`config.mk`:
```
export PLATFORM = sky130hd
export DESIGN_NAME = sd_sector_arbiter
export DESIGN_NICKNAME = d
export VERILOG_FILES = /design/src/rtl/sd_sector_arbiter.sv
export SDC_FILE = /design/constraint.sdc
export NUM_CORES = 1
export LEC_CHECK = 0
export BUFFER_PORTS_ARGS = -buffer_cell sky130_fd_sc_hd__buf_4
export CORE_ASPECT_RATIO = 0.5
export CORE_MARGIN = 1
export CORE_UTILIZATION = 45
export DETAILED_ROUTE_END_ITERATION = 6
export HOLD_SLACK_MARGIN = 0.05
export PLACE_DENSITY_LB_ADDON = 0.1
export SYNTH_ARGS = -nofsm -noshare
export SYNTH_HDL_FRONTEND = slang
export SYNTH_SLANG_ARGS = --single-unit
```
`constraint.sdc`:
```
create_clock -name clk_sys_i -period 1.9 [get_ports clk_sys_i]
set_input_delay 0.19 -clock clk_sys_i [delete_from_list [all_inputs] [get_ports clk_sys_i]]
set_output_delay 0.19 -clock clk_sys_i [all_outputs]
set_load 0.01 [all_outputs]
```
`src/rtl/sd_sector_arbiter.sv`:
```
// Round-robin owner of the single MiST sector port: grants one requester at a time,
// drives sd_rd/sd_wr/sd_lba, routes buffer strobes to the owner, aborts unacknowledged requests.
module sd_sector_arbiter #(
    parameter int NREQ    = 2,
    parameter int TIMEOUT = 2700000
) (
    input  logic                 clk_sys_i,
    input  logic                 reset_n_i,
    input  logic [NREQ-1:0]      rq_rd_i,
    input  logic [NREQ-1:0]      rq_wr_i,
    input  logic [NREQ*32-1:0]   rq_lba_i,
    input  logic [NREQ*8-1:0]    rq_buff_din_i,
    output logic [NREQ-1:0]      rq_busy_o,
    output logic [NREQ-1:0]      rq_done_o,
    output logic [NREQ-1:0]      rq_err_o,
    output logic [NREQ-1:0]      rq_buff_wr_o,
    output logic [31:0]          sd_lba_o,
    output logic                 sd_rd_o,
    output logic                 sd_wr_o,
    input  logic                 sd_ack_i,
    input  logic                 sd_buff_wr_i,
    output logic [7:0]           sd_buff_din_o
);
    localparam int OW = (NREQ > 1) ? $clog2(NREQ) : 1;
    localparam int CW = $clog2(TIMEOUT + 1);

    typedef enum logic [1:0] {IDLE, ISSUE, XFER, DONE} state_t;

    state_t                  state_q;
    logic [OW-1:0]           owner_q, rr_ptr_q, grant_d, next_ptr;
    logic [CW-1:0]           cnt_q;
    logic [31:0]             sd_lba_q;
    logic                    sd_rd_q, sd_wr_q;
    logic [NREQ-1:0]         busy_q, done_q, err_q, owner_oh;
    logic [NREQ-1:0]         pend_d;
    logic [2*NREQ-1:0]       rot_d;
    logic [OW:0]             off_d, sum_d;
    logic                    found_d;
    logic [NREQ-1:0][31:0]   lba_a;
    logic [NREQ-1:0][7:0]    din_a;

    assign lba_a    = rq_lba_i;
    assign din_a    = rq_buff_din_i;
    assign owner_oh = NREQ'(1) << owner_q;
    assign next_ptr = (owner_q == OW'(NREQ - 1)) ? '0 : owner_q + OW'(1);

    // Rotate pending so bit 0 is rr_ptr; the lowest set bit is the winner's distance from it.
    always_comb begin
        pend_d  = rq_rd_i | rq_wr_i;
        rot_d   = {pend_d, pend_d} >> rr_ptr_q;
        found_d = 1'b0;
        off_d   = '0;
        for (int j = NREQ - 1; j >= 0; j--) begin
            if (rot_d[j]) begin
                found_d = 1'b1;
                off_d   = (OW+1)'(j);
            end
        end
        sum_d   = {1'b0, rr_ptr_q} + off_d;
        grant_d = (sum_d >= (OW+1)'(NREQ)) ? OW'(sum_d - (OW+1)'(NREQ)) : OW'(sum_d);
    end

    always_ff @(posedge clk_sys_i or negedge reset_n_i) begin
        if (!reset_n_i) begin
            state_q  <= IDLE;
            owner_q  <= '0;
            rr_ptr_q <= '0;
            cnt_q    <= '0;
            sd_lba_q <= '0;
            sd_rd_q  <= 1'b0;
            sd_wr_q  <= 1'b0;
            busy_q   <= '0;
            done_q   <= '0;
            err_q    <= '0;
        end else begin
            done_q <= '0;
            err_q  <= '0;
            case (state_q)
                IDLE: begin
                    if (found_d) begin
                        owner_q  <= grant_d;
                        sd_lba_q <= lba_a[grant_d];
                        sd_rd_q  <= rq_rd_i[grant_d];
                        sd_wr_q  <= ~rq_rd_i[grant_d];
                        busy_q   <= NREQ'(1) << grant_d;
                        cnt_q    <= '0;
                        state_q  <= ISSUE;
                    end
                end
                ISSUE: begin
                    // An ack present on entry counts, so it takes priority over the timeout.
                    if (sd_ack_i) begin
                        sd_rd_q <= 1'b0;
                        sd_wr_q <= 1'b0;
                        state_q <= XFER;
                    end else if (cnt_q == CW'(TIMEOUT - 1)) begin
                        sd_rd_q  <= 1'b0;
                        sd_wr_q  <= 1'b0;
                        err_q    <= owner_oh;
                        done_q   <= owner_oh;
                        busy_q   <= '0;
                        rr_ptr_q <= next_ptr;
                        state_q  <= IDLE;
                    end else begin
                        cnt_q <= cnt_q + CW'(1);
                    end
                end
                XFER: begin
                    if (!sd_ack_i) state_q <= DONE;
                end
                DONE: begin
                    done_q   <= owner_oh;
                    busy_q   <= '0;
                    rr_ptr_q <= next_ptr;
                    state_q  <= IDLE;
                end
                default: state_q <= IDLE;
            endcase
        end
    end

    assign rq_busy_o     = busy_q;
    assign rq_done_o     = done_q;
    assign rq_err_o      = err_q;
    assign sd_lba_o      = sd_lba_q;
    assign sd_rd_o       = sd_rd_q;
    assign sd_wr_o       = sd_wr_q;
    assign rq_buff_wr_o  = (state_q == XFER && sd_buff_wr_i) ? owner_oh : '0;
    assign sd_buff_din_o = (state_q != IDLE) ? din_a[owner_q] : 8'h00;
endmodule

```
# --- Word level (Yosys, flattened, before mapping) ---
# Cells that the tools add are included.
word_totals:
  regBits: 66
  latch_bits: 0
  ramBits: 0
  mem_bits_ro: 0
  inputBits: 88
  word_cells: 83
  n_memories: 0
op_classes:
  addsub: 4
  n_mul: 0
  n_div: 0
  magnitude_cmp: 3
  eq_ne: 10
  shifts: 3
  n_mux: 39
  bitwise: 2
  reduce_logical: 12
op_table:
  columns: ["cell", "count"]
  rows:
  - ["$mux 22", 3]
  - ["$mux 32", 2]
  - ["$pmux 22 s2", 1]
  - ["$mux 8", 3]
  - ["$add 22x1->22 const B", 1]
  - ["$eq 22x22->1 const B", 1]
  - ["$mux 2", 10]
  - ["$mux 1", 14]
  - ["$ne 2x2->1 const B", 5]
  - ["$reduce_and 3->1", 3]
  - ["$pmux 2 s4", 1]
  - ["$reduce_and 4->1", 2]
  - ["$pmux 1 s2", 3]
  - ["$pmux 2 s3", 1]
  - ["$reduce_bool 2->1", 3]
  - ["$eq 2x2->1 const B", 2]
  - ["$lt 1x2->1 const B", 2]
  - ["$pmux 2 s2", 1]
  - ["$shl 1x1->2 const A", 2]
  - ["$shr 4x1->2", 1]
  - ["$ne 3x3->1 const B", 1]
  - ["$reduce_bool 3->1", 1]
  - ["$add 1x1->2", 1]
  - ["$eq 2x1->1 const B", 1]
  - ["8 further kinds", 8]

# --- Depth between registers and ports, before layout ---
# Gate-level depths: netlist (run 1).
logic_depth:
  ltp_word: 12
  mapped_depth: 6
  mapped_depth_nobuf: 6

# --- Least setup slack after synthesis (run 1) ---
# No wires, ideal clock.
synth_path:
  path_type: "register to register"
  from: "register cnt_q[0]"
  to: "register cnt_q[11]"
  arrival_ns: 1.545
  t_required_ns: 1.770
  slack_ns: 0.225
  path_stages_with_launch: 7
  synth_period_minus_slack_ns: 1.675
  path_cell_list: "dfrtp_1 > ha_1 > and4_1 > and4_1 > a31o_2 > o21ai_0 > o31ai_1"
synth_between:
  elab_chain_len: 4
  elab_cells_between_ends: 7
  classes_between: "add/sub: 1; eq/ne: 2; mux: 3; reduce/logical: 1"
synth_lines:
  columns: ["item", "line", "rtl"]
  rows:
  - ["start: declaration", "31", "logic [CW-1:0] cnt_q;"]
  - ["start signal: assignment", "105", "cnt_q <= cnt_q + CW'(1);"]
  - ["$add 22x1->22", "105", null]
  - ["$mux 22", "96", "end else if (cnt_q == CW'(TIMEOUT - 1)) begin"]
  - ["$mux 22", "92", "if (sd_ack_i) begin"]
  - ["$pmux 22 s2", "78", "case (state_q)"]
# Several ways; a longest one is shown, not always the timed one. The select of a mux whose other input is x is not followed.
# A chain may end at the register's enable or synchronous reset.

# --- Worst setup path in the final report (run 1) ---
layout_path:
  from: "register cnt_q[0]"
  to: "register cnt_q[5]"
# Same word-level chain as after synthesis.

==> impl_metrics.tcl, run 1 <==
set metrics [dict create \
    outcome "completed" \
    drt_pre_antenna_iters 4 \
    core_area_um2 7405 \
    final.setup.worst_slack_ns 0.1262 \
    routed-via-count 3269 \
    fmax_mhz 563.8 \
    rel_slew_slack_pct 58.47 \
    topRoutingLayerUsed "met4" \
    yosys_register_bits 66 \
    cts.path.max_buffers 2 \
    remaining_overflow_grt 0 \
    cts_htree_levels 3 \
    globalplace.congestion 0.9654 \
    cell_type_of_the_slowest_stage_on_the_worst_timing_path "sky130_fd_sc_hd__dfrtp_1" \
    place.detailed.hpwl_mm 7.054 \
    placed_cell_area_um2 4770 \
    power.static_leakage_nw 2.541 \
    antenna_left 0 \
    die_height_um 64.16 \
    fin_skew_ns 0.002763 \
    m1WireLength_mm 4.302 \
    critical_path_s_top_delay_family "compound AO/OA/AOI/OAI gates" \
    finalCritPeriodShare_pct 93.36 \
    post_dr_wirelength_cell_um 14.81 \
    die_w_um 126.3 \
    ios 138 \
    num-nets-final 615 \
    worst_path_most_repeated_cell "sky130_fd_sc_hd__and4_1" \
    final_setup_fails 0 \
    critical_path.max_stage_delay_ns 0.41 \
    worstPathRequired_ns 2.10 \
    avgSynthCellArea_um2 9.423 \
    final_core_util_pct 69.03 \
    design_area_um2 5111 \
    layout_min_cycle_time_ns 1.774 \
    report.final.hold_viol_count 0 \
    maximum_fanout_encountered_on_the_critical_timing_path 9 \
    report.final.slew_viol_count 0 \
    grt_first_pass_wirelength_mm 15.05 \
    starting_density_pct 46.96 \
    worstSkewPairLatency_ns 0.32 \
    ir_drop_mv 0.5723 \
    timing.reg2reg.setup_slack_ns 0.13 \
    worst_hold_path_type "input port to flip-flop" \
    synth_sequential_area_ratio_pct 47.50 \
    ant_diodes 0 \
    first_global_vias 3045 \
    drive_above_1_share_pct 37.24 \
    ys.warnings.count 0 \
    worst-slew-pin-transition_ns 0.6172 \
    fp_rows 22 \
    grt_max_degree 41 \
    criticalPathCategory "flip-flop to flip-flop" \
    cell_chain_critical_path "ha_2, and4_1, and4_1, a31o_4, o21ai_0, o41ai_1" \
    kind_of_capture_point_of_the_worst_setup_path "flip-flop" \
    crit_arrival_ns 1.97 \
    die-area_um2 8103 \
    drc 0 \
    cts_made_buffers 9 \
    final.hold.worst_slack_ns 0.1531 \
    timing.critical_path.from_type "flip-flop" \
    first_iter_violations 121 \
    cts_sinks 66 \
    wl_met3_um 474 \
    synth_fp_nets 458 \
    synth.cell_area_um2 3477 \
    numPortBuffers 137 \
    pre_cts_slack_ns 0.05760 \
    total_routed_wirelength_mm 9.257 \
    post_cts_buffers 0 \
    overall_track_demand_over_capacity_in_global_routing_pct 24.13 \
    synthToLayoutAreaGrowth_pct 47.00 \
    yosysUniqueCellTypes 47 \
    detailroute.wirelength.met2_mm 4.426 \
    routed_via_density 5.230 \
    grt_antenna_before_repair 0 \
    cts_root_buf "sky130_fd_sc_hd__clkbuf_16" \
    cts.clk_slew.worst_paths_ns 0.05 \
    netlist_instances 369 \
    cts_tree "built" \
    critPathBufInv 0 \
    p_per_area_nw_per_um2 1351 \
    fillCellCount 604 \
    drv_cap 0 \
]
-- synth_stat cells, drive strengths merged --
cell | n | area [um2]
nor2 | 37 | 146.4
nand2 | 59 | 224.0
o41ai | 1 | 8.760
nand2b | 2 | 12.51
a21oi | 11 | 55.05
nor3 | 5 | 30.03
or3 | 1 | 6.260
o211a | 1 | 10.01
inv | 2 | 7.510
o31ai | 2 | 15.01
and3b | 1 | 8.760
dfrtp | 66 | 1652
xnor2 | 9 | 78.83
nor3b | 2 | 26.28
or2 | 1 | 6.260
a41o | 1 | 10.01
nor4bb | 2 | 20.02
nand4 | 6 | 37.54
buf | 12 | 63.80
ha | 1 | 12.51
a31oi | 4 | 25.02
nand3 | 8 | 40.04
clkbuf | 8 | 30.03
and4 | 4 | 35.03
a21boi | 1 | 7.510
o21ai | 53 | 265.3
a22oi | 2 | 15.01
o2111ai | 1 | 8.760
and3 | 4 | 25.02
a21o | 1 | 7.510
a22o | 1 | 8.760
mux2i | 41 | 410.4
a31o | 1 | 8.760
nor4b | 2 | 32.53
nor4 | 11 | 87.59
nor2b | 2 | 12.51
or4 | 3 | 26.27
-- where the power goes --
group	internal (mW)	switching (mW)
combinational	1.47	1.61
sequential	1.88	0.327
clock	1.07	0.556
total	4.41	2.49
-- placed cells by master (no fill, tap or decap), drive strengths merged, types with 2 or more instances in the layout --
master / instances
clkinv: 2
and3: 4
nor4b: 2
mux2i: 41
xnor2: 9
dfrtp: 66
nor3: 5
nor3b: 2
and4: 4
nand3: 8
a21oi: 11
o21ai: 53
nand2: 59
nand2b: 2
clkbuf: 11
nor2: 37
or4: 3
inv: 2
nor4: 11
a31oi: 4
nor2b: 2
nor4bb: 2
nand4: 6
buf: 165
o31ai: 2
a22oi: 2
-- sequential cells by signal, indices dropped and copies added, names as in the netlist, named ones only --
name and cells:
cnt_q 22, owner_q 1, rq_busy_o 2, rq_done_o 2, rq_err_o 2, rr_ptr_q 1, sd_lba_o 32, sd_rd_o 1
sd_wr_o 1, state_q 1
-- layer usage --
| layer | vias to the layer above | global-route usage (%) |
|---|---|---|
| met5 | - | 0 |
| met4 | 0 | 6.325 |
| met3 | 6 | 7.035 |
| met2 | 88 | 40.47 |
| met1 | 1534 | 30.76 |
| li1 | 1641 | - |
-- through the flow --
stage | power (mW) | std cells | setup TNS, ns
after floorplan | 3.831 | 369 | 0
after global placement | 5.233 | 610 | 0
after detailed placement | 5.291 | 610 | 0
after CTS | 6.936 | 625 | 0
after global routing | 7.365 | 625 | -0.003072
final | 6.905 | 625 | 0
-- cell type report --
class / count / area [um2] / area share [%]
flip-flops and latches: 66 / 1652 / 32.31
multi-input cells: 281 / 1765 / 34.54
repair buffers: 166 / 1274 / 24.92
well taps: 96 / 120.1 / 2.350
clock buffers: 11 / 252.7 / 4.945
clock inverters: 3 / 40.04 / 0.7834
inverters: 2 / 7.507 / 0.1469
-- what timing repair did --
item                                    4_1_cts  5_1_grt
hold endpoints to repair                     23        0
hold buffers                                  1        0
endpoints found under the setup margin        0        8
gates resized for setup                       0        7
-- worst paths after layout --
kind | startpoint | end | cells after the start
min reg2reg | sd_lba_o[23] | sd_lba_o[23] | 2
min in group asynchronous | reset_n_i | sd_lba_o[11] | 2
max reg2reg | cnt_q[0] | cnt_q[5] | 6
max in group asynchronous | reset_n_i | sd_lba_o[14] | 3
max | cnt_q[0] | cnt_q[5] | 6
min | rq_lba_i[31] | sd_lba_o[31] | 3
-- kinds of logic (layout without fill, tap and decap cells) --
group / count (synthesis) / count (layout) / share of synthesized area (%)
xor gates and xnor gates: 9 / 9 / 2.267
and+or+nand+nor: 150 / 150 / 22.35
AOI/OAI and AO/OA: 80 / 80 / 12.81
muxes: 41 / 41 / 11.80
adders and majority gates: 1 / 1 / 0.3598
buffers and inverters: 22 / 182 / 2.915
DFF: 66 / 66 / 47.50
-- worst reg2reg max path, cell delays in order, from the launching register on --
cell and delay (ns):
sky130_fd_sc_hd__dfrtp_1 0.41, sky130_fd_sc_hd__ha_2 0.22, sky130_fd_sc_hd__and4_1 0.25, sky130_fd_sc_hd__and4_1 0.21, sky130_fd_sc_hd__a31o_4 0.29, sky130_fd_sc_hd__o21ai_0 0.18, sky130_fd_sc_hd__o41ai_1 0.09
No activity file was read; power rests on OpenSTA's default activity.
==> run 2: changes to the inputs <==
--- a/config.mk
+++ b/config.mk
@@ -8,7 +8,7 @@
 export BUFFER_PORTS_ARGS = -buffer_cell sky130_fd_sc_hd__buf_4
 export CORE_ASPECT_RATIO = 0.5
 export CORE_MARGIN = 1
-export CORE_UTILIZATION = 45
+export CORE_UTILIZATION = 44
 export DETAILED_ROUTE_END_ITERATION = 6
 export HOLD_SLACK_MARGIN = 0.05
 export PLACE_DENSITY_LB_ADDON = 0.1
==> constraint.sdc (replaced) <==
create_clock -name clk_sys_i -period 1.5 [get_ports clk_sys_i]
set_input_delay 0.15 -clock clk_sys_i [delete_from_list [all_inputs] [get_ports clk_sys_i]]
set_output_delay 0.15 -clock clk_sys_i [all_outputs]
set_load 0.01 [all_outputs]
==> impl_metrics.tcl, run 2 (synthesis results as in run 1) <==
set metrics [dict create \
    starting_density_pct 46.44 \
    worst_hold_path_type "input port to flip-flop" \
    final.hold.worst_slack_ns 0.1064 \
    largest_reg_flops 32 \
    post_dr_wirelength_cell_um 16.77 \
    total_routed_wirelength_mm 11.68 \
    place.detailed.hpwl_mm 7.386 \
    layout_min_cycle_time_ns 1.720 \
    antenna_left 0 \
    drv_cap 0 \
    ios 138 \
    grt_max_degree 41 \
    critical_path.max_stage_delay_ns 0.41 \
    globalplace.congestion 0.9490 \
    num-nets-final 672 \
    ir_drop_mv 0.9351 \
    cts_htree_levels 3 \
    fillCellCount 469 \
    finalCritPeriodShare_pct 114.6 \
    outcome "complete, but fails checks" \
    grt_first_pass_wirelength_mm 17.03 \
    cell_type_of_the_slowest_stage_on_the_worst_timing_path "sky130_fd_sc_hd__dfrtp_1" \
    pre_cts_slack_ns -0.1741 \
    cts.clk_slew.worst_paths_ns 0.05 \
    cts_tree "built" \
    numPortBuffers 137 \
    timing.critical_path.from_type "flip-flop" \
    cts.path.max_buffers 2 \
    overall_track_demand_over_capacity_in_global_routing_pct 27.02 \
    maximum_fanout_encountered_on_the_critical_timing_path 5 \
    die-area_um2 8284 \
    drt_pre_antenna_iters 4 \
    crit_arrival_ns 1.97 \
    ant_diodes 0 \
    routed_via_density 5.320 \
    worst-slew-pin-transition_ns 0.3703 \
    most-common-layout-cells "200 x sky130_fd_sc_hd__buf_4, 63 x sky130_fd_sc_hd__dfrtp_1, 54 x sky130_fd_sc_hd__nand2_1" \
    fin_skew_ns 0.006969 \
    fp_rows 22 \
    report.final.slew_viol_count 0 \
    report.final.hold_viol_count 0 \
    fmax_mhz 581.5 \
    worstPathRequired_ns 1.75 \
    die_height_um 64.86 \
    synthToLayoutAreaGrowth_pct 74.02 \
    rel_slew_slack_pct 74.97 \
    die_w_um 127.7 \
    violations "setup timing" \
    dp_cells 651 \
    final_core_util_pct 80.82 \
    drc 0 \
    criticalPathCategory "flip-flop to flip-flop" \
    grt_antenna_before_repair 0 \
    final.setup.worst_slack_ns -0.2196 \
    final_cell_count_no_fill 696 \
    cell_chain_critical_path "ha_2, and4_4, buf_12, nand3_4, or3_4, a21oi_2" \
    cts_sinks 66 \
    power.static_leakage_nw 3.030 \
    routed-via-count 3703 \
    layout_commonest_cell "sky130_fd_sc_hd__buf_4" \
    final_setup_fails 31 \
    core_area_um2 7487 \
    remaining_overflow_grt 0 \
    cts_made_buffers 9 \
    fin_total_pwr_mw 10.32 \
    worstSkewPairLatency_ns 0.33 \
    cts_root_buf "sky130_fd_sc_hd__clkbuf_16" \
    unrepaired_setup_endpoints_after_global_routing "true" \
    p_per_area_nw_per_um2 1706 \
    kind_of_capture_point_of_the_worst_setup_path "flip-flop" \
    first_iter_violations 231 \
    drive_above_1_share_pct 50.85 \
    first_global_vias 3392 \
]
## run 2: layout make-up
cell class | instances | area, um2 | area share, %
clock inverters | 5 | 102.6 | 1.696
clock buffers | 11 | 232.7 | 3.846
inverters | 2 | 7.507 | 0.1241
multi-input cells | 282 | 2063 | 34.10
repair buffers | 222 | 1854 | 30.65
well taps | 108 | 135.1 | 2.233
flip-flops and latches | 66 | 1655 | 27.36
## run 2: metal layers
layer / up-vias / routed length [um] / GRT usage [%]
met3: 29 / 704 / 6.358
met4: 0 / 265 / 10.00
met2: 127 / 5867 / 46.04
li1: 1754 / - / -
met5: - / 0 / 0
met1: 1793 / 4838 / 33.81
## run 2: final timing paths
kind	startpoint	to	slack, ns	cells after the start
hold reg to reg	sd_lba_o[24]	sd_lba_o[24]	0.48	2
setup reg to reg	cnt_q[1]	cnt_q[12]	-0.22	6
setup / recovery	cnt_q[1]	cnt_q[12]	-0.22	6
max in group asynchronous	reset_n_i	sd_lba_o[2]	0.68	3
min in group asynchronous	reset_n_i	cnt_q[15]	0.28	2
hold / removal	rq_lba_i[13]	sd_lba_o[13]	0.11	3
## run 2: report_power, final
| group | switching [mW] | internal (mW) | total, mW |
|---|---|---|---|
| Combinational | 2.60 | 2.59 | 5.18 |
| Clock | 0.751 | 1.62 | 2.37 |
| Sequential | 0.384 | 2.38 | 2.77 |
## run 2: timing repair
action                                  4_1_cts  5_1_grt
endpoints found under the setup margin       40       48
hold buffers                                  1        0
cloned                                        1        2
buffers inserted                             10       15
resized for setup                            43       40
pin swaps                                    22       21
endpoints found under the hold margin        26        0
## run 2: worst max-delay path: cells and delay by family, from the launching register on
kind | cells | cell delay [ns]
AOI/OAI and AO/OA | 1 | 0.15
buffers and inverters | 1 | 0.11
DFF | 1 | 0.41
and+or+nand+nor | 3 | 0.77
adders and majority gates | 1 | 0.20
## run 2: through the flow
| stage | instance area [um2] | setup TNS, ns |
|---|---|---|
| floorplan | 3535 | -0.9195 |
| global placement | 5097 | -3.387 |
| detailed placement | 5097 | -4.321 |
| CTS | 5707 | -1.861 |
| global route | 6051 | -7.150 |
| finish | 6051 | -4.959 |
